$ cat config.mk
export PLATFORM = sky130hd
export DESIGN_NAME = dac_write_scheduler
export DESIGN_NICKNAME = d
export VERILOG_FILES = /design/src/rtl/dac_write_scheduler_pkg.sv /design/src/rtl/dac_write_scheduler_btn_debounce.sv /design/src/rtl/dac_write_scheduler.sv
export SDC_FILE = /design/constraint.sdc
export NUM_CORES = 1
export LEC_CHECK = 0
export CAP_MARGIN = 20
export CORE_MARGIN = 3
export CORE_UTILIZATION = 45
export DETAILED_ROUTE_END_ITERATION = 6
export HOLD_SLACK_MARGIN = 0.03
export PLACE_DENSITY = 0.69
export SYNTH_ARGS = -nofsm -noshare
export SYNTH_HDL_FRONTEND = slang
export SYNTH_SLANG_ARGS = --single-unit
$ cat constraint.sdc
create_clock -name i_clk -period 4.8 [get_ports i_clk]
set_clock_uncertainty 0.1 [all_clocks]
set_input_delay 0.48 -clock i_clk [delete_from_list [all_inputs] [get_ports i_clk]]
set_output_delay 0.48 -clock i_clk [all_outputs]
set_load 0.005 [all_outputs]
$ cat src/rtl/dac_write_scheduler_pkg.sv
// Shared types and widths for the DAC8820 write scheduler.
package dac_write_scheduler_pkg;

   localparam int DAC_W          = 16;
   localparam int PERIOD_W       = 28;
   localparam int MODE_W         = 3;
   localparam int MIN_PERIOD_DEF = 8;

   typedef enum logic [2:0] {
      ST_IDLE,
      ST_SETUP,
      ST_WRITE,
      ST_HOLD,
      ST_LOAD
   } wr_state_t;

   // Periods below the write-sequence length (including 0) are raised to the floor.
   function automatic logic [PERIOD_W-1:0] eff_period(input logic [PERIOD_W-1:0] p,
                                                      input logic [PERIOD_W-1:0] p_min);
      return (p < p_min) ? p_min : p;
   endfunction

endpackage

$ cat src/rtl/dac_write_scheduler_btn_debounce.sv
// Button synchronizer and debouncer; pulses o_press for one clock on an
// accepted press (released -> pressed) of the active-low button.
module dac_write_scheduler_btn_debounce #(
   parameter int DEB_CYC = 500000
) (
   input  logic i_clk,
   input  logic i_rst,
   input  logic i_btn_n,
   output logic o_press
);

   localparam int                CNT_W    = $clog2(DEB_CYC) + 1;
   localparam logic [CNT_W-1:0]  CNT_LOAD = CNT_W'(DEB_CYC - 1);

   logic [1:0]       r_sync;
   logic             w_sync;
   logic             r_acc;
   logic [CNT_W-1:0] r_cnt;
   logic             r_press;

   assign w_sync  = r_sync[1];
   assign o_press = r_press;

   // Two-flop synchronizer; idles at the released level.
   always_ff @(posedge i_clk or posedge i_rst) begin
      if (i_rst) r_sync <= 2'b11;
      else       r_sync <= {r_sync[0], i_btn_n};
   end

   // Down-counter restarts on agreement; accepted level flips at terminal count.
   always_ff @(posedge i_clk or posedge i_rst) begin
      if (i_rst) begin
         r_acc   <= 1'b1;
         r_cnt   <= CNT_LOAD;
         r_press <= 1'b0;
      end else begin
         r_press <= 1'b0;
         if (w_sync == r_acc) begin
            r_cnt <= CNT_LOAD;
         end else if (r_cnt == '0) begin
            r_acc   <= w_sync;
            r_cnt   <= CNT_LOAD;
            r_press <= ~w_sync;
         end else begin
            r_cnt <= r_cnt - 1'b1;
         end
      end
   end

endmodule

$ cat src/rtl/dac_write_scheduler.sv
// DAC8820 write scheduler: tick generation from a shadowed period, one sample
// fetch per tick, CS/WR/LDAC strobe sequencing, overrun flag, and the
// debounced frequency-mode selector.
//
// state    | meaning
// ---------+-------------------------------------------------
// ST_IDLE  | waiting for a tick; tick latches sample and acks
// ST_SETUP | cs_n low, data settling before the write strobe
// ST_WRITE | cs_n and wr_n low for WR_CYC clocks
// ST_HOLD  | wr_n high (data latched), cs_n still low
// ST_LOAD  | cs_n high, ldac_n low for LDAC_CYC clocks
module dac_write_scheduler
   import dac_write_scheduler_pkg::*;
#(
   parameter int WR_CYC     = 2,
   parameter int LDAC_CYC   = 2,
   parameter int MIN_PERIOD = MIN_PERIOD_DEF,
   parameter int DEB_CYC    = 500000
) (
   input  logic                i_clk,
   input  logic                i_rst,
   input  logic                i_btn_n,
   output logic [MODE_W-1:0]   o_mode,
   input  logic [PERIOD_W-1:0] i_period_in,
   input  logic                i_enable,
   input  logic [DAC_W-1:0]    i_sample_in,
   output logic                o_sample_ack,
   output logic [DAC_W-1:0]    o_dac_data,
   output logic                o_cs_n,
   output logic                o_wr_n,
   output logic                o_ldac_n,
   output logic                o_busy,
   output logic                o_overrun,
   input  logic                i_clr_overrun
);

   localparam int STRB_MAX = (WR_CYC > LDAC_CYC) ? WR_CYC : LDAC_CYC;
   localparam int STRB_W   = $clog2(STRB_MAX) + 1;

   logic                w_press;
   logic [MODE_W-1:0]   r_mode;

   logic                r_en_d;
   logic                w_en_rise;
   logic [PERIOD_W-1:0] r_shadow;
   logic [PERIOD_W-1:0] w_period_sel;
   logic [PERIOD_W-1:0] w_period_eff;
   logic [PERIOD_W-1:0] r_cnt;
   logic                w_tick;

   wr_state_t           r_state;
   wr_state_t           w_state_nxt;
   logic [STRB_W-1:0]   r_strb;
   logic [STRB_W-1:0]   w_strb_nxt;
   logic                w_load;

   logic                r_ack;
   logic [DAC_W-1:0]    r_dac;
   logic                r_cs_n;
   logic                r_wr_n;
   logic                r_ldac_n;
   logic                r_ovr;

   dac_write_scheduler_btn_debounce #(
      .DEB_CYC (DEB_CYC)
   ) u_btn_debounce (
      .i_clk   (i_clk),
      .i_rst   (i_rst),
      .i_btn_n (i_btn_n),
      .o_press (w_press)
   );

   // Each accepted press advances the mode, wrapping 7 -> 0.
   always_ff @(posedge i_clk or posedge i_rst) begin
      if (i_rst)        r_mode <= '0;
      else if (w_press) r_mode <= r_mode + 1'b1;
   end

   // On the enable rising edge the live period is used directly so the very
   // first period already honours period_in rather than a stale shadow.
   assign w_en_rise    = i_enable & ~r_en_d;
   assign w_period_sel = w_en_rise ? i_period_in : r_shadow;
   assign w_period_eff = eff_period(w_period_sel, PERIOD_W'(MIN_PERIOD));
   assign w_tick       = i_enable & (r_cnt >= (w_period_eff - PERIOD_W'(1)));

   // Period counter; shadow reloads only at wrap or enable rise.
   always_ff @(posedge i_clk or posedge i_rst) begin
      if (i_rst) begin
         r_en_d   <= 1'b0;
         r_cnt    <= '0;
         r_shadow <= '0;
      end else begin
         r_en_d <= i_enable;
         if (!i_enable) begin
            r_cnt <= '0;
         end else if (w_tick) begin
            r_cnt    <= '0;
            r_shadow <= i_period_in;
         end else begin
            r_cnt <= r_cnt + 1'b1;
            if (w_en_rise) r_shadow <= i_period_in;
         end
      end
   end

   // Write sequence next-state and strobe-length down-counter.
   always_comb begin
      w_state_nxt = r_state;
      w_strb_nxt  = r_strb;
      w_load      = 1'b0;
      case (r_state)
         ST_IDLE: begin
            if (w_tick) begin
               w_state_nxt = ST_SETUP;
               w_load      = 1'b1;
            end
         end
         ST_SETUP: begin
            w_state_nxt = ST_WRITE;
            w_strb_nxt  = STRB_W'(WR_CYC - 1);
         end
         ST_WRITE: begin
            if (r_strb == '0) w_state_nxt = ST_HOLD;
            else              w_strb_nxt  = r_strb - 1'b1;
         end
         ST_HOLD: begin
            w_state_nxt = ST_LOAD;
            w_strb_nxt  = STRB_W'(LDAC_CYC - 1);
         end
         ST_LOAD: begin
            if (r_strb == '0) w_state_nxt = ST_IDLE;
            else              w_strb_nxt  = r_strb - 1'b1;
         end
         default: w_state_nxt = ST_IDLE;
      endcase
   end

   // State register.
   always_ff @(posedge i_clk or posedge i_rst) begin
      if (i_rst) begin
         r_state <= ST_IDLE;
         r_strb  <= '0;
      end else begin
         r_state <= w_state_nxt;
         r_strb  <= w_strb_nxt;
      end
   end

   // Strobes registered from the next state so the DAC pins never glitch;
   // reset forces them high at once, so no partial LDAC can follow a reset.
   always_ff @(posedge i_clk or posedge i_rst) begin
      if (i_rst) begin
         r_ack    <= 1'b0;
         r_dac    <= '0;
         r_cs_n   <= 1'b1;
         r_wr_n   <= 1'b1;
         r_ldac_n <= 1'b1;
      end else begin
         r_ack    <= w_load;
         if (w_load) r_dac <= i_sample_in;
         r_cs_n   <= ~((w_state_nxt == ST_SETUP) || (w_state_nxt == ST_WRITE) ||
                       (w_state_nxt == ST_HOLD));
         r_wr_n   <= (w_state_nxt != ST_WRITE);
         r_ldac_n <= (w_state_nxt != ST_LOAD);
      end
   end

   // Sticky overrun: a dropped tick sets it and takes priority over clear.
   always_ff @(posedge i_clk or posedge i_rst) begin
      if (i_rst)                              r_ovr <= 1'b0;
      else if (w_tick && (r_state != ST_IDLE)) r_ovr <= 1'b1;
      else if (i_clr_overrun)                 r_ovr <= 1'b0;
   end

   assign o_mode       = r_mode;
   assign o_sample_ack = r_ack;
   assign o_dac_data   = r_dac;
   assign o_cs_n       = r_cs_n;
   assign o_wr_n       = r_wr_n;
   assign o_ldac_n     = r_ldac_n;
   assign o_busy       = (r_state != ST_IDLE);
   assign o_overrun    = r_ovr;

endmodule
==> Word level (Yosys, flattened, before mapping) <==
Cells that the tools add are included.
{ "word_totals": {"word_cells": 72, "ff_bits": 110, "inputBits": 49} }
{ "op_classes": {"mux": 19, "order_cmp": 2, "addsub": 5, "n_reduce_logical": 13, "n_bitwise": 6, "n_eq_ne": 11} }
{ "op_table": {"columns": ["cell", "count"], "rows": [
  ["two-way mux 28 bit", 5],
  ["two-way mux 20 bit", 2],
  ["adder 28 x 1 -> 28 bit, second input constant", 1],
  [">= comparator 28 bit", 1],
  ["< comparator 28 x 4 -> 1 bit, second input constant", 1],
  ["subtractor 28 x 1 -> 28 bit, second input constant", 1],
  ["zero test 20 bit", 1],
  ["subtractor 20 x 1 -> 20 bit, second input constant", 1],
  ["case mux 3 bit (5 select lines)", 1],
  ["== test 3 x 2 -> 1 bit, second input constant", 4],
  ["two-way mux 3 bit", 3],
  ["== test 3 x 1 -> 1 bit, second input constant", 2],
  ["two-way mux 1 bit", 6],
  ["inverter 1 bit", 4],
  ["case mux 2 bit (2 select lines)", 1],
  ["AND reduction 2 bit", 2],
  ["nonzero test 2 bit", 2],
  ["OR reduction 2 bit", 2],
  ["adder 3 x 1 -> 3 bit, second input constant", 1],
  ["== test 3 bit, second input constant", 1],
  ["zero test 3 bit", 1],
  ["!= test 3 x 2 -> 1 bit, second input constant", 1],
  ["!= test 3 bit, second input constant", 1],
  ["nonzero test 3 bit", 1],
  ["other kinds (8)", 10]
]} }

==> Depth between registers and ports, before layout <==
Gate-level depths: netlist of the first run.
{ "logic_depth": {"ltp_word": 14, "ltp_mapped": 23, "depth_no_buf": 19} }

==> Cells and area by module <==
Synthesis of the first run repeated with hierarchy kept, for this count alone.
{ "hier_totals": {"hier_cells": 639, "hier_area_um2": 6597.6} }
{ "modules_own_cells": {"columns": ["module", "cells_per_inst", "instances", "area_each_um2"], "rows": [
  ["dac_write_scheduler", 529, 1, 5387.7],
  ["dac_write_scheduler_btn_debounce", 110, 1, 1209.9]
]} }

==> Worst setup path after synthesis of the first run <==
No wires, ideal clock.
{ "synth_path": {"path_type": "reg-to-reg", "startpoint": "register r_en_d", "endpoint": "register r_dac[0], in the netlist o_dac_data[0]", "period_less_slack_ps": 5159, "setup_ps": 125, "path_stages_with_launch": 23, "n_path_buf": 3, "setup_slack_ps": -359, "arrival_time_ps": 4934, "cell_sequence": "dfrtp_1 > nand2b_1 > buf_6 > or3_1 > a2111oi_1 > and4_4 > buf_4 > a21o_1 > ha_1 > a21boi_1 > nand2_1 > nor2_1 > nand3_1 > xnor2_1 > ha_1 > nand4_1 > nor4_1 > o21ai_0 > o21ai_1 > a21oi_1 > a211oi_4 > buf_4 > mux2_2"} }
{ "synth_via": {"elab_chain_len": 10} }
{ "synth_rtl": {"columns": ["element", "line_no", "source"], "rows": [
  ["start, declared", "dac_write_scheduler.sv:43", "logic r_en_d;"],
  ["start signal, assigned", "dac_write_scheduler.sv:93", "r_en_d <= i_enable;"],
  ["inverter 1 bit *", "dac_write_scheduler.sv:81", "assign w_en_rise = i_enable & ~r_en_d;"],
  ["AND 1 bit *", "dac_write_scheduler.sv:81", null],
  ["two-way mux 28 bit *", null, null],
  ["< comparator 28 x 4 -> 1 bit", "dac_write_scheduler_pkg.sv:20", "return (p < p_min) ? p_min : p;"],
  ["two-way mux 28 bit *", "dac_write_scheduler_pkg.sv:20", null],
  ["subtractor 28 x 1 -> 28 bit *", "dac_write_scheduler.sv:84", "assign w_tick = i_enable & (r_cnt >= (w_period_eff - PERIOD_W'(1)));"],
  [">= comparator 28 bit *", "dac_write_scheduler.sv:84", null],
  ["AND 1 bit *", "dac_write_scheduler.sv:84", null],
  ["two-way mux 1 bit *", "dac_write_scheduler.sv:113", "if (w_tick) begin"],
  ["two-way mux 1 bit *", "dac_write_scheduler.sv:111", "case (r_state)"],
  ["net w_load", "dac_write_scheduler.sv:55", "logic w_load;"],
  ["end signal, assigned", "dac_write_scheduler.sv:160", "if (w_load) r_dac <= i_sample_in;"],
  ["end, declared", "dac_write_scheduler.sv:58", "logic [DAC_W-1:0] r_dac;"]
]} }
Mark *: on every way through the listed nets, which the timed path passes. The rest lies on a longest branch.
A chain may end at the register's enable or synchronous reset.

==> Worst setup path after layout of the first run <==
{ "layout_path": {"startpoint": "register r_en_d", "endpoint": "register r_shadow[23]"} }
{ "layout_via": {"elab_chain_len": 9} }
{ "layout_rtl": {"columns": ["element", "line_no", "source"], "rows": [
  ["inverter 1 bit *", "dac_write_scheduler.sv:81", null],
  ["AND 1 bit *", "dac_write_scheduler.sv:81", null],
  ["two-way mux 28 bit *", null, null],
  ["< comparator 28 x 4 -> 1 bit", "dac_write_scheduler_pkg.sv:20", null],
  ["two-way mux 28 bit", "dac_write_scheduler_pkg.sv:20", null],
  ["subtractor 28 x 1 -> 28 bit", "dac_write_scheduler.sv:84", null],
  [">= comparator 28 bit", "dac_write_scheduler.sv:84", null],
  ["AND 1 bit", "dac_write_scheduler.sv:84", null],
  ["two-way mux 28 bit *", "dac_write_scheduler.sv:96", "end else if (w_tick) begin"],
  ["end signal, assigned", "dac_write_scheduler.sv:98", "r_shadow <= i_period_in;"],
  ["end signal, assigned", "dac_write_scheduler.sv:101", "if (w_en_rise) r_shadow <= i_period_in;"],
  ["end, declared", "dac_write_scheduler.sv:45", "logic [PERIOD_W-1:0] r_shadow;"]
]} }
Every way passes the cells marked *; elsewhere a longest branch is shown, timed or not.

==> report_table.html, run 1 <==
<table>
<tr><th>Metric</th><th>Value</th></tr>
<tr><th colspan="2">Outcome</th></tr>
<tr><td>Run status</td><td>finished, violations left</td></tr>
<tr><td>Violations in the final reports</td><td>negative setup slack</td></tr>
<tr><th colspan="2">Finish</th></tr>
<tr><td>Post-layout net count</td><td>879</td></tr>
<tr><td>Multi-input gate area</td><td>0.00400 sq mm</td></tr>
<tr><td>Antenna diode count</td><td>0</td></tr>
<tr><td>Register cell area after layout</td><td>0.00277 sq mm</td></tr>
<tr><td>Fraction of final layout cells with drive strength greater than 1</td><td>0.298</td></tr>
<tr><td>Most frequent standard cell in the layout excluding fill and tap cells</td><td>sky130_fd_sc_hd__dfrtp_1</td></tr>
<tr><td>Filler Cell Count</td><td>1074</td></tr>
<tr><td>Count of non-filler cells in the finished layout</td><td>981</td></tr>
<tr><td>Area growth, synth to finish</td><td>39.7%</td></tr>
<tr><td>Summed area of non-filler cells in the final layout</td><td>0.00900 sq mm</td></tr>
<tr><td>Commonest non-fill, non-tap cells in the layout</td><td>93 x sky130_fd_sc_hd__dfrtp_1, 84 x sky130_fd_sc_hd__buf_4, 70 x sky130_fd_sc_hd__clkdlybuf4s50_1</td></tr>
<tr><th colspan="2">Yosys</th></tr>
<tr><td>Mapped Avg Cell Area</td><td>10.3 sq um</td></tr>
<tr><td>Cell area after synthesis</td><td>0.00644 sq mm</td></tr>
<tr><td>Sequential fraction of the synthesis area</td><td>0.430</td></tr>
<tr><td>Net count after synthesis</td><td>710</td></tr>
<tr><td>Number of flip-flops and latches in the synthesized netlist</td><td>110</td></tr>
<tr><td>EDFF count, synth</td><td>0</td></tr>
<tr><td>Primary flip-flop cell chosen by synthesis mapping</td><td>sky130_fd_sc_hd__dfrtp_1</td></tr>
<tr><td>Instance count of the mapped netlist</td><td>627</td></tr>
<tr><td>Unique cell type count in the Yosys netlist</td><td>58</td></tr>
<tr><td>Async set-or-reset flop fraction in the synthesized netlist</td><td>1.00</td></tr>
<tr><td>Synthesis warning total</td><td>0</td></tr>
<tr><th colspan="2">Floorplanning</th></tr>
<tr><td>Die Span X</td><td>126 microns</td></tr>
<tr><td>Full die area</td><td>0.0158 sq mm</td></tr>
<tr><td>Number of primary I/O pins</td><td>74</td></tr>
<tr><td>Initial Util</td><td>0.463</td></tr>
<tr><td>Number of cell rows</td><td>43</td></tr>
<tr><td>Die height</td><td>126 microns</td></tr>
<tr><td>Total core area</td><td>0.0139 sq mm</td></tr>
<tr><th colspan="2">GRT</th></tr>
<tr><td>Final global-route overflow total</td><td>0</td></tr>
<tr><td>Met3 Usage GRT</td><td>0.0551</td></tr>
<tr><td>Total Routing Usage GR</td><td>0.206</td></tr>
<tr><td>Global routing usage on met2</td><td>0.359</td></tr>
<tr><td>Via count of the first global-routing pass</td><td>5488</td></tr>
<tr><td>Met1 global-route usage</td><td>0.250</td></tr>
<tr><td>GRT busiest layer</td><td>met2</td></tr>
<tr><td>Global-route wire length before repair</td><td>26600 microns</td></tr>
<tr><td>Number of antenna violations at the first check in global routing</td><td>0</td></tr>
<tr><td>Pin count of the biggest net entering global routing</td><td>53</td></tr>
<tr><th colspan="2">Placement</th></tr>
<tr><td>Detailed Place HPWL</td><td>11700 microns</td></tr>
<tr><td>Total placed instance area</td><td>0.00799 sq mm</td></tr>
<tr><td>Worst setup slack before clock tree synthesis</td><td>-891 ps</td></tr>
<tr><td>Placed Cells</td><td>941</td></tr>
<tr><td>Number of I/O port buffers</td><td>73</td></tr>
<tr><td>Gpl congestion</td><td>0.884</td></tr>
<tr><th colspan="2">STA</th></tr>
<tr><td>Pins over their slew limit</td><td>0</td></tr>
<tr><td>Worst slew slack as a fraction of its limit</td><td>0.446</td></tr>
<tr><td>Setup repair after global routing missed its margin</td><td>true</td></tr>
<tr><td>Post-route setup TNS</td><td>-12270 ps</td></tr>
<tr><td>Final-report hold violation count</td><td>0</td></tr>
<tr><td>Final setup violation count</td><td>73</td></tr>
<tr><td>Min Hold Slack</td><td>260 ps</td></tr>
<tr><td>Post-route worst setup slack</td><td>-286 ps</td></tr>
<tr><td>Peak clock frequency supported by timing</td><td>197 MHz</td></tr>
<tr><td>Tcrit/Tclk final</td><td>1.06</td></tr>
<tr><td>Slew at the pin with the worst max-slew slack</td><td>825 ps</td></tr>
<tr><td>Minimum clock period</td><td>5090 ps</td></tr>
<tr><th colspan="2">Clock tree</th></tr>
<tr><td>H-tree levels</td><td>3</td></tr>
<tr><td>Max Buffers Root-to-Sink</td><td>2</td></tr>
<tr><td>Num Clock Sinks</td><td>110</td></tr>
<tr><td>Clock latency on the worst-skew pair</td><td>360 ps</td></tr>
<tr><td>CTS tree</td><td>yes</td></tr>
<tr><td>Clock-pin transition on the worst setup and hold timing paths</td><td>70 ps</td></tr>
<tr><td>Number of clock buffers inserted by TritonCTS</td><td>9</td></tr>
<tr><td>Root buffer cell</td><td>sky130_fd_sc_hd__clkbuf_16</td></tr>
<tr><th colspan="2">Worst setup path</th></tr>
<tr><td>Reg-to-reg endpoint</td><td>r_shadow[23]</td></tr>
<tr><td>Path type of the worst setup path</td><td>flop to flop</td></tr>
<tr><td>Number of cells on the worst reg-to-reg path</td><td>23</td></tr>
<tr><td>Reg-to-reg startpoint</td><td>r_en_d</td></tr>
<tr><td>Required time at the endpoint of the critical path</td><td>4940 ps</td></tr>
<tr><td>Element type at the critical path start</td><td>flop</td></tr>
<tr><td>Register-to-Register Setup Slack</td><td>-290 ps</td></tr>
<tr><td>Highest net fanout along the worst path</td><td>28</td></tr>
<tr><td>Critical Path Sink Type</td><td>flop</td></tr>
<tr><td>Worst path arrival time</td><td>5220 ps</td></tr>
<tr><th colspan="2">Drt</th></tr>
<tr><td>Average wire length per cell after detail routing</td><td>17.0 microns</td></tr>
<tr><td>Initial drt markers</td><td>309</td></tr>
<tr><td>Via count of the routed design</td><td>5378</td></tr>
<tr><td>Drt drc</td><td>0</td></tr>
<tr><td>Vias per cell</td><td>5.48</td></tr>
<tr><td>Drt pass-1 iters</td><td>5</td></tr>
<tr><td>WL final</td><td>16700 microns</td></tr>
<tr><td>Antenna Violating Nets Remaining</td><td>0</td></tr>
<tr><th colspan="2">Worst hold path</th></tr>
<tr><td>Hold Path Class</td><td>flop to flop</td></tr>
<tr><td>End of the worst hold path</td><td>u_btn_debounce.r_sync[1]</td></tr>
<tr><td>Worst min-delay path startpoint</td><td>u_btn_debounce.r_sync[0]</td></tr>
<tr><td>Instance count along the most critical hold path</td><td>0</td></tr>
<tr><th colspan="2">Power and ir drop</th></tr>
<tr><td>Cell leakage power</td><td>3.86 nW</td></tr>
<tr><td>Power Density</td><td>284 mW/mm^2</td></tr>
<tr><td>Peak VDD IR</td><td>264 uV</td></tr>
<tr><th colspan="2">Job</th></tr>
<tr><td>Max capacitance violation total</td><td>0</td></tr>
</table>
[synthesized netlist by cell type, types with 20 or more instances]
| cell type | n | share of area |
|---|---|---|
| sky130_fd_sc_hd__xor2_1 | 35 | 0.048 |
| sky130_fd_sc_hd__mux2_2 | 42 | 0.073 |
| sky130_fd_sc_hd__xnor2_1 | 36 | 0.049 |
| sky130_fd_sc_hd__nand3_1 | 26 | 0.020 |
| sky130_fd_sc_hd__or3_1 | 21 | 0.020 |
| sky130_fd_sc_hd__nand2_1 | 49 | 0.029 |
| sky130_fd_sc_hd__mux2i_1 | 35 | 0.054 |
| sky130_fd_sc_hd__ha_1 | 34 | 0.066 |
| sky130_fd_sc_hd__nor2_1 | 82 | 0.048 |
| sky130_fd_sc_hd__dfrtp_1 | 93 | 0.36 |
| sky130_fd_sc_hd__a21oi_1 | 20 | 0.016 |
[cell type report]
cell class / count / share of cell area
inverters: 13 / 0.00570
flip-flops and latches: 110 / 0.308
clock inverters: 5 / 0.00570
clock buffers: 11 / 0.0259
multi-input cells: 487 / 0.444
repair buffers: 175 / 0.185
well taps: 180 / 0.0250
[metrics by stage]
stage,util,total power (W)
after global placement,0.573,0.00175
after CTS,0.611,0.00253
after floorplan,-,0.00149
after global routing,0.646,0.00270
after detailed placement,0.573,0.00178
final,0.646,0.00256
[flip-flops by register name, indices dropped and copies added, names as in the netlist, 2 cells and up]
| signal | count |
|---|---|
| r_cnt | 28 |
| r_strb | 2 |
| o_mode | 3 |
| u_btn_debounce.r_cnt | 20 |
| r_shadow | 28 |
| o_dac_data | 16 |
| u_btn_debounce.r_sync | 2 |
| r_state | 3 |
[timing repair]
item,4_1_cts,5_1_grt
setup endpoints to repair,76,76
resized for setup,34,77
setup buffers,10,8
pin swaps,15,38
cloned,1,5
hold buffers,0,0
[power breakdown]
group / leakage (nW) / switching (W) / internal, W
Clock: 0.138 / 0.000365 / 0.000364
Combinational: 2.33 / 0.000321 / 0.000386
Sequential: 1.39 / 0.0000910 / 0.00103
[cells by family after synthesis]
| group | synth area share |
|---|---|
| buf+inv | 0.0229 |
| flops | 0.430 |
| mux | 0.140 |
| xor+xnor | 0.0965 |
| fa+ha+maj | 0.0660 |
| compound gates | 0.0617 |
| simple gates | 0.182 |
[layer usage]
layer  share of wire  vias up
li1                -     2546
met4           0.017        0
met1            0.43     2683
met5               0        -
met3           0.053       22
met2            0.50      127
[critical path, stage by stage, from the launching register on]
cell	delay [ps]
sky130_fd_sc_hd__dfrtp_1	400
sky130_fd_sc_hd__nand2b_4	190
sky130_fd_sc_hd__buf_6	140
sky130_fd_sc_hd__or3_4	330
sky130_fd_sc_hd__a211oi_4	260
sky130_fd_sc_hd__and4_4	280
sky130_fd_sc_hd__a21o_1	120
sky130_fd_sc_hd__ha_2	180
sky130_fd_sc_hd__a21boi_4	200
sky130_fd_sc_hd__buf_6	130
sky130_fd_sc_hd__nand2_8	60
sky130_fd_sc_hd__nor4_4	160
sky130_fd_sc_hd__xor2_1	190
sky130_fd_sc_hd__mux2i_1	110
sky130_fd_sc_hd__ha_1	280
sky130_fd_sc_hd__nand4_1	190
sky130_fd_sc_hd__nor4_4	320
sky130_fd_sc_hd__o21ai_1	120
sky130_fd_sc_hd__o21ai_1	180
sky130_fd_sc_hd__a21oi_2	90
sky130_fd_sc_hd__buf_4	180
sky130_fd_sc_hd__a31oi_4	140
sky130_fd_sc_hd__buf_12	220
sky130_fd_sc_hd__mux2_2	360
[worst max-delay path by stage]
| stage | from | to | slack (ps) |
|---|---|---|---|
| after floorplan | r_en_d | o_dac_data[0] | -170 |
| after global placement | i_enable | o_dac_data[1] | -790 |
| after detailed placement | i_enable | o_dac_data[11] | -890 |
| after CTS | r_en_d | o_dac_data[3] | -160 |
| after global routing | r_en_d | r_shadow[14] | -550 |
| final | r_en_d | r_shadow[23] | -290 |
Power figures use the tool's default switching activity.
==> run 2: changes to the inputs <==
Settings changed: REMOVE_ABC_BUFFERS set to 1.
==> report_table.html, run 2 (synthesis results as in run 1) <==
<table>
<tr><th>Metric</th><th>Value</th></tr>
<tr><th colspan="2">STA</th></tr>
<tr><td>Setup repair after global routing missed its margin</td><td>true</td></tr>
<tr><td>Final setup violation count</td><td>74 (+1.4%)</td></tr>
<tr><td>Final-report hold violation count</td><td>0 (unchanged)</td></tr>
<tr><td>Pins over their slew limit</td><td>0 (unchanged)</td></tr>
<tr><td>Slew at the pin with the worst max-slew slack</td><td>752 ps (-73.2 ps)</td></tr>
<tr><td>Post-route worst setup slack</td><td>-398 ps (-112 ps)</td></tr>
<tr><td>Tcrit/Tclk final</td><td>1.08 (+0.0233)</td></tr>
<tr><td>Worst slew slack as a fraction of its limit</td><td>0.494 (+0.0484)</td></tr>
<tr><td>Minimum clock period</td><td>5200 ps (+112 ps)</td></tr>
<tr><td>Post-route setup TNS</td><td>-16790 ps (-4520 ps)</td></tr>
<tr><td>Peak clock frequency supported by timing</td><td>192 MHz (-2.2%)</td></tr>
<tr><th colspan="2">Placement</th></tr>
<tr><td>Detailed Place HPWL</td><td>11400 microns (-2.9%)</td></tr>
<tr><td>Total placed instance area</td><td>0.00800 sq mm (+0.20%)</td></tr>
<tr><td>Worst setup slack before clock tree synthesis</td><td>-1160 ps (-268 ps)</td></tr>
<tr><td>Number of I/O port buffers</td><td>73 (unchanged)</td></tr>
<tr><td>Gpl congestion</td><td>0.938 (+6.1%)</td></tr>
<tr><th colspan="2">Floorplanning</th></tr>
<tr><td>Die height</td><td>126 microns (unchanged)</td></tr>
<tr><td>Number of cell rows</td><td>43 (unchanged)</td></tr>
<tr><td>Total core area</td><td>0.0139 sq mm (unchanged)</td></tr>
<tr><td>Number of primary I/O pins</td><td>74 (unchanged)</td></tr>
<tr><td>Initial Util</td><td>0.463 (unchanged)</td></tr>
<tr><td>Die Span X</td><td>126 microns (unchanged)</td></tr>
<tr><td>Full die area</td><td>0.0158 sq mm (unchanged)</td></tr>
<tr><th colspan="2">Clock tree</th></tr>
<tr><td>Max Buffers Root-to-Sink</td><td>2 (unchanged)</td></tr>
<tr><td>Num Clock Sinks</td><td>110 (unchanged)</td></tr>
<tr><td>CTS tree</td><td>yes</td></tr>
<tr><td>Post-cts hold buffer count</td><td>0 (unchanged)</td></tr>
<tr><td>Clock-pin transition on the worst setup and hold timing paths</td><td>80 ps (about the same)</td></tr>
<tr><td>Number of clock buffers inserted by TritonCTS</td><td>9 (unchanged)</td></tr>
<tr><td>Root buffer cell</td><td>sky130_fd_sc_hd__clkbuf_16</td></tr>
<tr><td>H-tree levels</td><td>3 (unchanged)</td></tr>
<tr><td>Clock latency on the worst-skew pair</td><td>360 ps (about the same)</td></tr>
<tr><th colspan="2">Power and ir drop</th></tr>
<tr><td>Power Density</td><td>301 mW/mm^2 (+6.1%)</td></tr>
<tr><td>Peak VDD IR</td><td>170 uV (-36%)</td></tr>
<tr><td>Sequential share of power</td><td>0.416 (-0.022)</td></tr>
<tr><td>Total design power</td><td>0.00268 W (+4.8%)</td></tr>
<tr><td>Cell leakage power</td><td>4.01 nW (+3.7%)</td></tr>
<tr><td>Internal Pwr Total</td><td>0.00188 W (+5.5%)</td></tr>
<tr><td>Fraction of power consumed by combinational cells</td><td>0.281 (+0.004)</td></tr>
<tr><td>Net switching power of the design</td><td>0.000802 W (+3.2%)</td></tr>
<tr><td>Power share of the clock group</td><td>0.303 (+0.018)</td></tr>
<tr><td>Net switching share of the total power</td><td>0.299 (-0.00464)</td></tr>
<tr><th colspan="2">Drt</th></tr>
<tr><td>WL final</td><td>16500 microns (-1.4%)</td></tr>
<tr><td>Vias per cell</td><td>5.38 (-1.9%)</td></tr>
<tr><td>Drt pass-1 iters</td><td>4 (-1)</td></tr>
<tr><td>Drt drc</td><td>0 (unchanged)</td></tr>
<tr><td>Initial drt markers</td><td>247 (-20%)</td></tr>
<tr><td>Via count of the routed design</td><td>5310 (-1.3%)</td></tr>
<tr><td>Average wire length per cell after detail routing</td><td>16.7 microns (-2.0%)</td></tr>
<tr><td>Antenna Violating Nets Remaining</td><td>0 (unchanged)</td></tr>
<tr><th colspan="2">GRT</th></tr>
<tr><td>Final global-route overflow total</td><td>0 (unchanged)</td></tr>
<tr><td>Pin count of the biggest net entering global routing</td><td>83 (+57%)</td></tr>
<tr><td>Number of antenna violations at the first check in global routing</td><td>0 (unchanged)</td></tr>
<tr><td>Total Routing Usage GR</td><td>0.210 (+0.00408)</td></tr>
<tr><td>Global-route wire length before repair</td><td>26800 microns (+0.78%)</td></tr>
<tr><td>Via count of the first global-routing pass</td><td>5321 (-3.0%)</td></tr>
<tr><th colspan="2">Worst setup path</th></tr>
<tr><td>Highest net fanout along the worst path</td><td>7 (-75%)</td></tr>
<tr><td>Path type of the worst setup path</td><td>input pin to flop</td></tr>
<tr><td>Required time at the endpoint of the critical path</td><td>4950 ps (about the same)</td></tr>
<tr><td>Element type at the critical path start</td><td>input pin</td></tr>
<tr><td>Worst path arrival time</td><td>5340 ps (+120 ps)</td></tr>
<tr><td>Critical Path Sink Type</td><td>flop</td></tr>
<tr><th colspan="2">Finish</th></tr>
<tr><td>Antenna diode count</td><td>0 (unchanged)</td></tr>
<tr><td>Commonest non-fill, non-tap cells in the layout</td><td>96 x sky130_fd_sc_hd__buf_4, 93 x sky130_fd_sc_hd__dfrtp_1, 80 x sky130_fd_sc_hd__nor2_1</td></tr>
<tr><td>Fraction of final layout cells with drive strength greater than 1</td><td>0.278 (-0.0208)</td></tr>
<tr><td>Finished Core Util</td><td>0.638 (-0.00799)</td></tr>
<tr><td>Filler Cell Count</td><td>1080 (+0.56%)</td></tr>
<tr><td>Summed area of non-filler cells in the final layout</td><td>0.00889 sq mm (-1.2%)</td></tr>
<tr><td>Post-layout net count</td><td>885 (+0.68%)</td></tr>
<tr><td>Most frequent standard cell in the layout excluding fill and tap cells</td><td>sky130_fd_sc_hd__buf_4</td></tr>
<tr><td>Largest registers</td><td>r_cnt (28), r_shadow (28), u_btn_debounce.r_cnt (20)</td></tr>
<tr><td>Area growth, synth to finish</td><td>37.9%</td></tr>
<tr><th colspan="2">Outcome</th></tr>
<tr><td>Run status</td><td>finished, violations left</td></tr>
<tr><td>Violations in the final reports</td><td>negative setup slack</td></tr>
<tr><th colspan="2">Worst hold path</th></tr>
<tr><td>Hold Path Class</td><td>flop to flop</td></tr>
<tr><th colspan="2">Job</th></tr>
<tr><td>Max capacitance violation total</td><td>0 (unchanged)</td></tr>
</table>
## run 2: changes by cell type in the layout (fill, tap and decap cells not counted), sizes merged
cell / change
clkdlybuf4s50: +1
buf: +9
clkbuf: -5
clkdlybuf4s15: -1
clkinvlp: +1
bufinv: +1
## run 2: what timing repair did
item | 4_1_cts | 5_1_grt
pin swaps | 13 | 8
endpoints found under the setup margin | 76 | 76
buffers inserted | 14 | 2
gates resized for setup | 60 | 28
cloned | 3 | 1
hold endpoints to repair | 0 | 0
## run 2: final timing paths
path	from	to	slack, ps	cells after the start
worst min register to register	u_btn_debounce.r_sync[0]	u_btn_debounce.r_sync[1]	260	0
min in group asynchronous	i_rst	o_dac_data[15]	330	2
worst max register to register	r_en_d	r_shadow[24]	-380	22
max in group asynchronous	i_rst	u_btn_debounce.r_cnt[1]	3510	3
worst min-delay path	u_btn_debounce.r_sync[0]	u_btn_debounce.r_sync[1]	260	0
worst max-delay path	i_period_in[17]	r_shadow[24]	-400	22
## run 2: layer usage
metal	GRT usage	vias up	share of wire
met1	0.275	2613	0.45
met3	0.0314	33	0.032
met4	0.0855	0	0.027
li1	-	2563	-
met5	0	-	0
met2	0.350	101	0.49
## run 2: layout make-up
cell class / instances / area [sq um] / share of cell area
Timing Repair Buffer: 181 / 1670 / 0.188
Sequential cell: 110 / 2770 / 0.312
Clock inverter: 7 / 98.8 / 0.0111
Tap cell: 180 / 225 / 0.0253
Inverter: 13 / 51.3 / 0.00577
Clock buffer: 9 / 225 / 0.0253
Multi-Input combinational cell: 487 / 3850 / 0.433
## run 2: power groups by stage
| stage | clock (W) | combinational (W) | sequential [W] |
|---|---|---|---|
| 2_1_floorplan | 0 | 0.000357 | 0.00112 |
| 3_3_place_gp | 0 | 0.000644 | 0.00112 |
| 3_5_place_dp | 0 | 0.000668 | 0.00113 |
| 4_1_cts | 0.000825 | 0.000725 | 0.00111 |
| 5_1_grt | 0.000867 | 0.000822 | 0.00113 |
| 6_report | 0.000813 | 0.000753 | 0.00111 |
## run 2: critical path, stage by stage
cell and delay, ps:
sky130_fd_sc_hd__clkdlybuf4s50_1 450, sky130_fd_sc_hd__or3_4 400, sky130_fd_sc_hd__a2111oi_4 360, sky130_fd_sc_hd__buf_4 170, sky130_fd_sc_hd__and4_4 230, sky130_fd_sc_hd__a21o_1 120
sky130_fd_sc_hd__ha_2 190, sky130_fd_sc_hd__a21boi_4 230, sky130_fd_sc_hd__nand2_4 120, sky130_fd_sc_hd__nor4_4 250, sky130_fd_sc_hd__xor2_1 170, sky130_fd_sc_hd__mux2i_1 130
sky130_fd_sc_hd__ha_1 290, sky130_fd_sc_hd__nand4_1 140, sky130_fd_sc_hd__nor4_2 350, sky130_fd_sc_hd__o21ai_1 130, sky130_fd_sc_hd__o21ai_2 180, sky130_fd_sc_hd__a21oi_4 70
sky130_fd_sc_hd__a31oi_4 240, sky130_fd_sc_hd__buf_6 170, sky130_fd_sc_hd__clkbuf_16 170, sky130_fd_sc_hd__mux2_4 310
## run 2: stage by stage
| step | hold slack, ps | instances |
|---|---|---|
| floorplan | 245 | 610 |
| global placement | 247 | 952 |
| detailed placement | 250 | 952 |
| CTS | 262 | 985 |
| global route | 267 | 987 |
| finish | 262 | 987 |
==> run 3: changes to the inputs <==
Settings changed: ABC_AREA set to 1, GPL_ROUTABILITY_DRIVEN set to 1.
==> report_table.html, run 3 <==
<table>
<tr><th>Metric</th><th>Value</th></tr>
<tr><th colspan="2">Outcome</th></tr>
<tr><td>Run status</td><td>completed</td></tr>
<tr><th colspan="2">STA</th></tr>
<tr><td>Worst slew slack as a fraction of its limit</td><td>0.564 (+0.0700)</td></tr>
<tr><td>Pins over their slew limit</td><td>0 (unchanged)</td></tr>
<tr><td>Peak clock frequency supported by timing</td><td>225 MHz (+17%)</td></tr>
<tr><td>Final-report hold violation count</td><td>0 (unchanged)</td></tr>
<tr><td>Tcrit/Tclk final</td><td>0.926 (-0.157)</td></tr>
<tr><td>Post-route setup TNS</td><td>0 ps (+16790 ps)</td></tr>
<tr><td>Slew at the pin with the worst max-slew slack</td><td>654 ps (-98.0 ps)</td></tr>
<tr><td>Minimum clock period</td><td>4440 ps (-755 ps)</td></tr>
<tr><td>Min Hold Slack</td><td>256 ps (-5.64 ps)</td></tr>
<tr><td>Final setup violation count</td><td>0 (-100%)</td></tr>
<tr><th colspan="2">Yosys</th></tr>
<tr><td>Number of flip-flops and latches in the synthesized netlist</td><td>110 (unchanged)</td></tr>
<tr><td>Most common cell in the netlist</td><td>sky130_fd_sc_hd__nand2_1</td></tr>
<tr><td>EDFF count, synth</td><td>0 (unchanged)</td></tr>
<tr><td>Async set-or-reset flop fraction in the synthesized netlist</td><td>1.00 (unchanged)</td></tr>
<tr><td>Cell area after synthesis</td><td>0.00674 sq mm (+4.6%)</td></tr>
<tr><td>Synthesis warning total</td><td>0 (unchanged)</td></tr>
<tr><td>Top cells by area, synth</td><td>sky130_fd_sc_hd__dfrtp_1 35%, sky130_fd_sc_hd__nand2_1 12%, sky130_fd_sc_hd__dfstp_2 6.6%</td></tr>
<tr><td>Unique cell type count in the Yosys netlist</td><td>47 (-19%)</td></tr>
<tr><td>Mapped Avg Cell Area</td><td>7.58 sq um (-26%)</td></tr>
<tr><td>Fraction of synthesized cell area taken by the top area cell type</td><td>0.345 (-0.0159)</td></tr>
<tr><td>List of most frequent post-synthesis cells</td><td>224 x sky130_fd_sc_hd__nand2_1, 119 x sky130_fd_sc_hd__nor2_1, 114 x sky130_fd_sc_hd__inv_1, 93 x sky130_fd_sc_hd__dfrtp_1, 61 x sky130_fd_sc_hd__nand3_1</td></tr>
<tr><td>Leading area contributor after synthesis</td><td>sky130_fd_sc_hd__dfrtp_1</td></tr>
<tr><td>Instance count of the mapped netlist</td><td>890 (+42%)</td></tr>
<tr><td>Sequential fraction of the synthesis area</td><td>0.411 (-0.0190)</td></tr>
<tr><td>Primary flip-flop cell chosen by synthesis mapping</td><td>sky130_fd_sc_hd__dfrtp_1</td></tr>
<tr><th colspan="2">Finish</th></tr>
<tr><td>Area growth, synth to finish</td><td>24.5%</td></tr>
<tr><td>Register cell area after layout</td><td>0.00277 sq mm (unchanged)</td></tr>
<tr><td>Multi-input gate area</td><td>0.00340 sq mm (-12%)</td></tr>
<tr><td>Filler Cell Count</td><td>1354 (+25%)</td></tr>
<tr><td>Largest registers</td><td>r_cnt (28), r_shadow (28), u_btn_debounce.r_cnt (20)</td></tr>
<tr><td>Fraction of final layout cells with drive strength greater than 1</td><td>0.119 (-0.158)</td></tr>
<tr><td>Antenna diode count</td><td>0 (unchanged)</td></tr>
<tr><td>Commonest non-fill, non-tap cells in the layout</td><td>223 x sky130_fd_sc_hd__nand2_1, 119 x sky130_fd_sc_hd__nor2_1, 113 x sky130_fd_sc_hd__inv_1</td></tr>
<tr><td>Most frequent standard cell in the layout excluding fill and tap cells</td><td>sky130_fd_sc_hd__nand2_1</td></tr>
<tr><td>Post-layout net count</td><td>1101 (+24%)</td></tr>
<tr><th colspan="2">Power and ir drop</th></tr>
<tr><td>Cell leakage power</td><td>4.18 nW (+4.2%)</td></tr>
<tr><td>Power Density</td><td>275 mW/mm^2 (-8.6%)</td></tr>
<tr><td>Peak VDD IR</td><td>317 uV (+86%)</td></tr>
<tr><th colspan="2">Worst setup path</th></tr>
<tr><td>Most frequent CP cell</td><td>sky130_fd_sc_hd__nand2_1</td></tr>
<tr><td>Number of cells on the worst reg-to-reg path</td><td>29 (+32%)</td></tr>
<tr><td>Critical Path Sink Type</td><td>flop</td></tr>
<tr><td>Required time at the endpoint of the critical path</td><td>5000 ps (+50 ps)</td></tr>
<tr><td>Element type at the critical path start</td><td>flop</td></tr>
<tr><td>Reg-to-reg startpoint</td><td>r_en_d</td></tr>
<tr><td>Worst path max stage delay</td><td>430 ps (-20 ps)</td></tr>
<tr><td>Slowest-stage cell, CP</td><td>sky130_fd_sc_hd__dfrtp_1</td></tr>
<tr><td>Reg-to-reg endpoint</td><td>o_cs_n</td></tr>
<tr><td>Worst path arrival time</td><td>4640 ps (-700 ps)</td></tr>
<tr><td>Highest net fanout along the worst path</td><td>35 (+28)</td></tr>
<tr><td>Register-to-Register Setup Slack</td><td>360 ps (+740 ps)</td></tr>
<tr><td>Path type of the worst setup path</td><td>flop to flop</td></tr>
<tr><th colspan="2">Placement</th></tr>
<tr><td>Detailed Place HPWL</td><td>12100 microns (+6.1%)</td></tr>
<tr><td>Gpl congestion</td><td>0.949 (+1.2%)</td></tr>
<tr><td>Number of I/O port buffers</td><td>73 (unchanged)</td></tr>
<tr><th colspan="2">GRT</th></tr>
<tr><td>Global-route wire length before repair</td><td>26200 microns (-2.3%)</td></tr>
<tr><td>Final global-route overflow total</td><td>0 (unchanged)</td></tr>
<tr><td>Via count of the first global-routing pass</td><td>5465 (+2.7%)</td></tr>
<tr><td>Number of antenna violations at the first check in global routing</td><td>0 (unchanged)</td></tr>
<tr><td>Total Routing Usage GR</td><td>0.196 (-0.0138)</td></tr>
<tr><td>Pin count of the biggest net entering global routing</td><td>57 (-31%)</td></tr>
<tr><th colspan="2">Clock tree</th></tr>
<tr><td>Number of setup buffers added after CTS</td><td>0 (-14)</td></tr>
<tr><td>H-tree levels</td><td>3 (unchanged)</td></tr>
<tr><td>Clock latency on the worst-skew pair</td><td>360 ps (about the same)</td></tr>
<tr><td>Post-cts repair resize count</td><td>0 (-100%)</td></tr>
<tr><td>Max Buffers Root-to-Sink</td><td>2 (unchanged)</td></tr>
<tr><td>Number of clock buffers inserted by TritonCTS</td><td>9 (unchanged)</td></tr>
<tr><td>Num Clock Sinks</td><td>110 (unchanged)</td></tr>
<tr><td>Clock-pin transition on the worst setup and hold timing paths</td><td>70 ps (about the same)</td></tr>
<tr><td>Root buffer cell</td><td>sky130_fd_sc_hd__clkbuf_16</td></tr>
<tr><td>Post-cts hold buffer count</td><td>0 (unchanged)</td></tr>
<tr><td>CTS tree</td><td>yes</td></tr>
<tr><th colspan="2">Drt</th></tr>
<tr><td>Average wire length per cell after detail routing</td><td>12.7 microns (-24%)</td></tr>
<tr><td>Initial drt markers</td><td>349 (+41%)</td></tr>
<tr><td>Drt drc</td><td>0 (unchanged)</td></tr>
<tr><td>Antenna Violating Nets Remaining</td><td>0 (unchanged)</td></tr>
<tr><td>WL final</td><td>15300 microns (-6.8%)</td></tr>
<tr><td>Drt pass-1 iters</td><td>5 (+1)</td></tr>
<tr><td>Via count of the routed design</td><td>5847 (+10%)</td></tr>
<tr><td>Vias per cell</td><td>4.84 (-10%)</td></tr>
<tr><th colspan="2">Floorplanning</th></tr>
<tr><td>Die Span X</td><td>128 microns (+2.2%)</td></tr>
<tr><td>Full die area</td><td>0.0165 sq mm (+4.4%)</td></tr>
<tr><td>Total core area</td><td>0.0146 sq mm (+4.7%)</td></tr>
<tr><td>Number of primary I/O pins</td><td>74 (unchanged)</td></tr>
<tr><td>Die height</td><td>128 microns (+2.2%)</td></tr>
<tr><td>Initial Util</td><td>0.462 (about the same)</td></tr>
<tr><td>Number of cell rows</td><td>44 (+2.3%)</td></tr>
<tr><th colspan="2">Job</th></tr>
<tr><td>Max capacitance violation total</td><td>0 (unchanged)</td></tr>
<tr><th colspan="2">Worst hold path</th></tr>
<tr><td>Hold Path Class</td><td>flop to flop</td></tr>
<tr><td>End of the worst hold path</td><td>u_btn_debounce.r_sync[1]</td></tr>
<tr><td>Instance count along the most critical hold path</td><td>0 (unchanged)</td></tr>
<tr><td>Worst min-delay path startpoint</td><td>u_btn_debounce.r_sync[0]</td></tr>
</table>
run 3: changes by cell type after synthesis, moves of 37 or more:
cell                      before  now
sky130_fd_sc_hd__nand2_1      49  224
sky130_fd_sc_hd__inv_1        13  114
sky130_fd_sc_hd__o21ai_0       7   56
sky130_fd_sc_hd__mux2_2       42    2
sky130_fd_sc_hd__nor2_1       82  119
run 3: how the worst max path moves through the flow:
stage	from	to	slack, ps	cells after the start
3_3_place_gp	i_enable	o_cs_n	-170	29
2_1_floorplan	i_enable	r_shadow[24]	240	27
3_5_place_dp	i_enable	r_shadow[0]	-300	31
6_report	r_en_d	o_cs_n	360	29
4_1_cts	i_enable	r_shadow[0]	70	31
5_1_grt	r_en_d	o_dac_data[11]	-0.2	29
run 3: kinds of logic after synthesis:
family                   after synthesis  synth area share
AND/OR/NAND/NOR                      465             0.299
XOR/XNOR                              47            0.0611
buffers and inverters                138            0.0848
adder cells (fa/ha/maj)               34            0.0631
AO/OA/AOI/OAI                         94            0.0768
multiplexers                           2           0.00334
flip-flops                           110             0.411
run 3: final cells by class:
| cell class | count | area share |
|---|---|---|
| timing repair buffer | 136 | 0.151 |
| sequential | 110 | 0.331 |
| tap | 184 | 0.0274 |
| clock buffer | 12 | 0.0282 |
| inverter | 119 | 0.0541 |
| multi-input combinational | 642 | 0.405 |
| clock inverter | 4 | 0.00358 |
run 3: critical path, delay by kind of cell, from the launching register on:
kind,cells,cell delay (ps)
buffers and inverters,5,620
AO/OA/AOI/OAI,1,320
adder cells (fa/ha/maj),2,440
flip-flops,1,430
AND/OR/NAND/NOR,21,2430
run 3: per-stage QoR:
step	area (sq um)	cells	utilization	worst slack [ps]	power (W)
finish	8390	1207	0.575	357	0.00231
global route	8390	1207	0.575	-0.191	0.00245
CTS	8390	1207	0.575	66.2	0.00234
detailed placement	8120	1191	0.557	-295	0.00163
global placement	8120	1191	0.557	-173	0.00162
floorplan	6620	871	-	239	0.00137
run 3: report_power, final:
part / total [W] / internal (W) / leakage [nW] / switching, W
clock: 0.000702 / 0.000357 / 0.132 / 0.000346
sequential: 0.00103 / 0.00100 / 1.40 / 0.0000292
combinational: 0.000578 / 0.000256 / 2.64 / 0.000321
total: 0.00231 / 0.00162 / 4.18 / 0.000696
run 3: per-layer routing:
metal | track usage | wire, microns | part of all wire | up-vias
met3 | 0.0216 | 432 | 0.028 | 15
li1 | - | - | - | 3092
met2 | 0.309 | 7030 | 0.46 | 89
met4 | 0.0612 | 237 | 0.015 | 0
met1 | 0.285 | 7650 | 0.50 | 2651
met5 | 0 | 0 | 0 | -
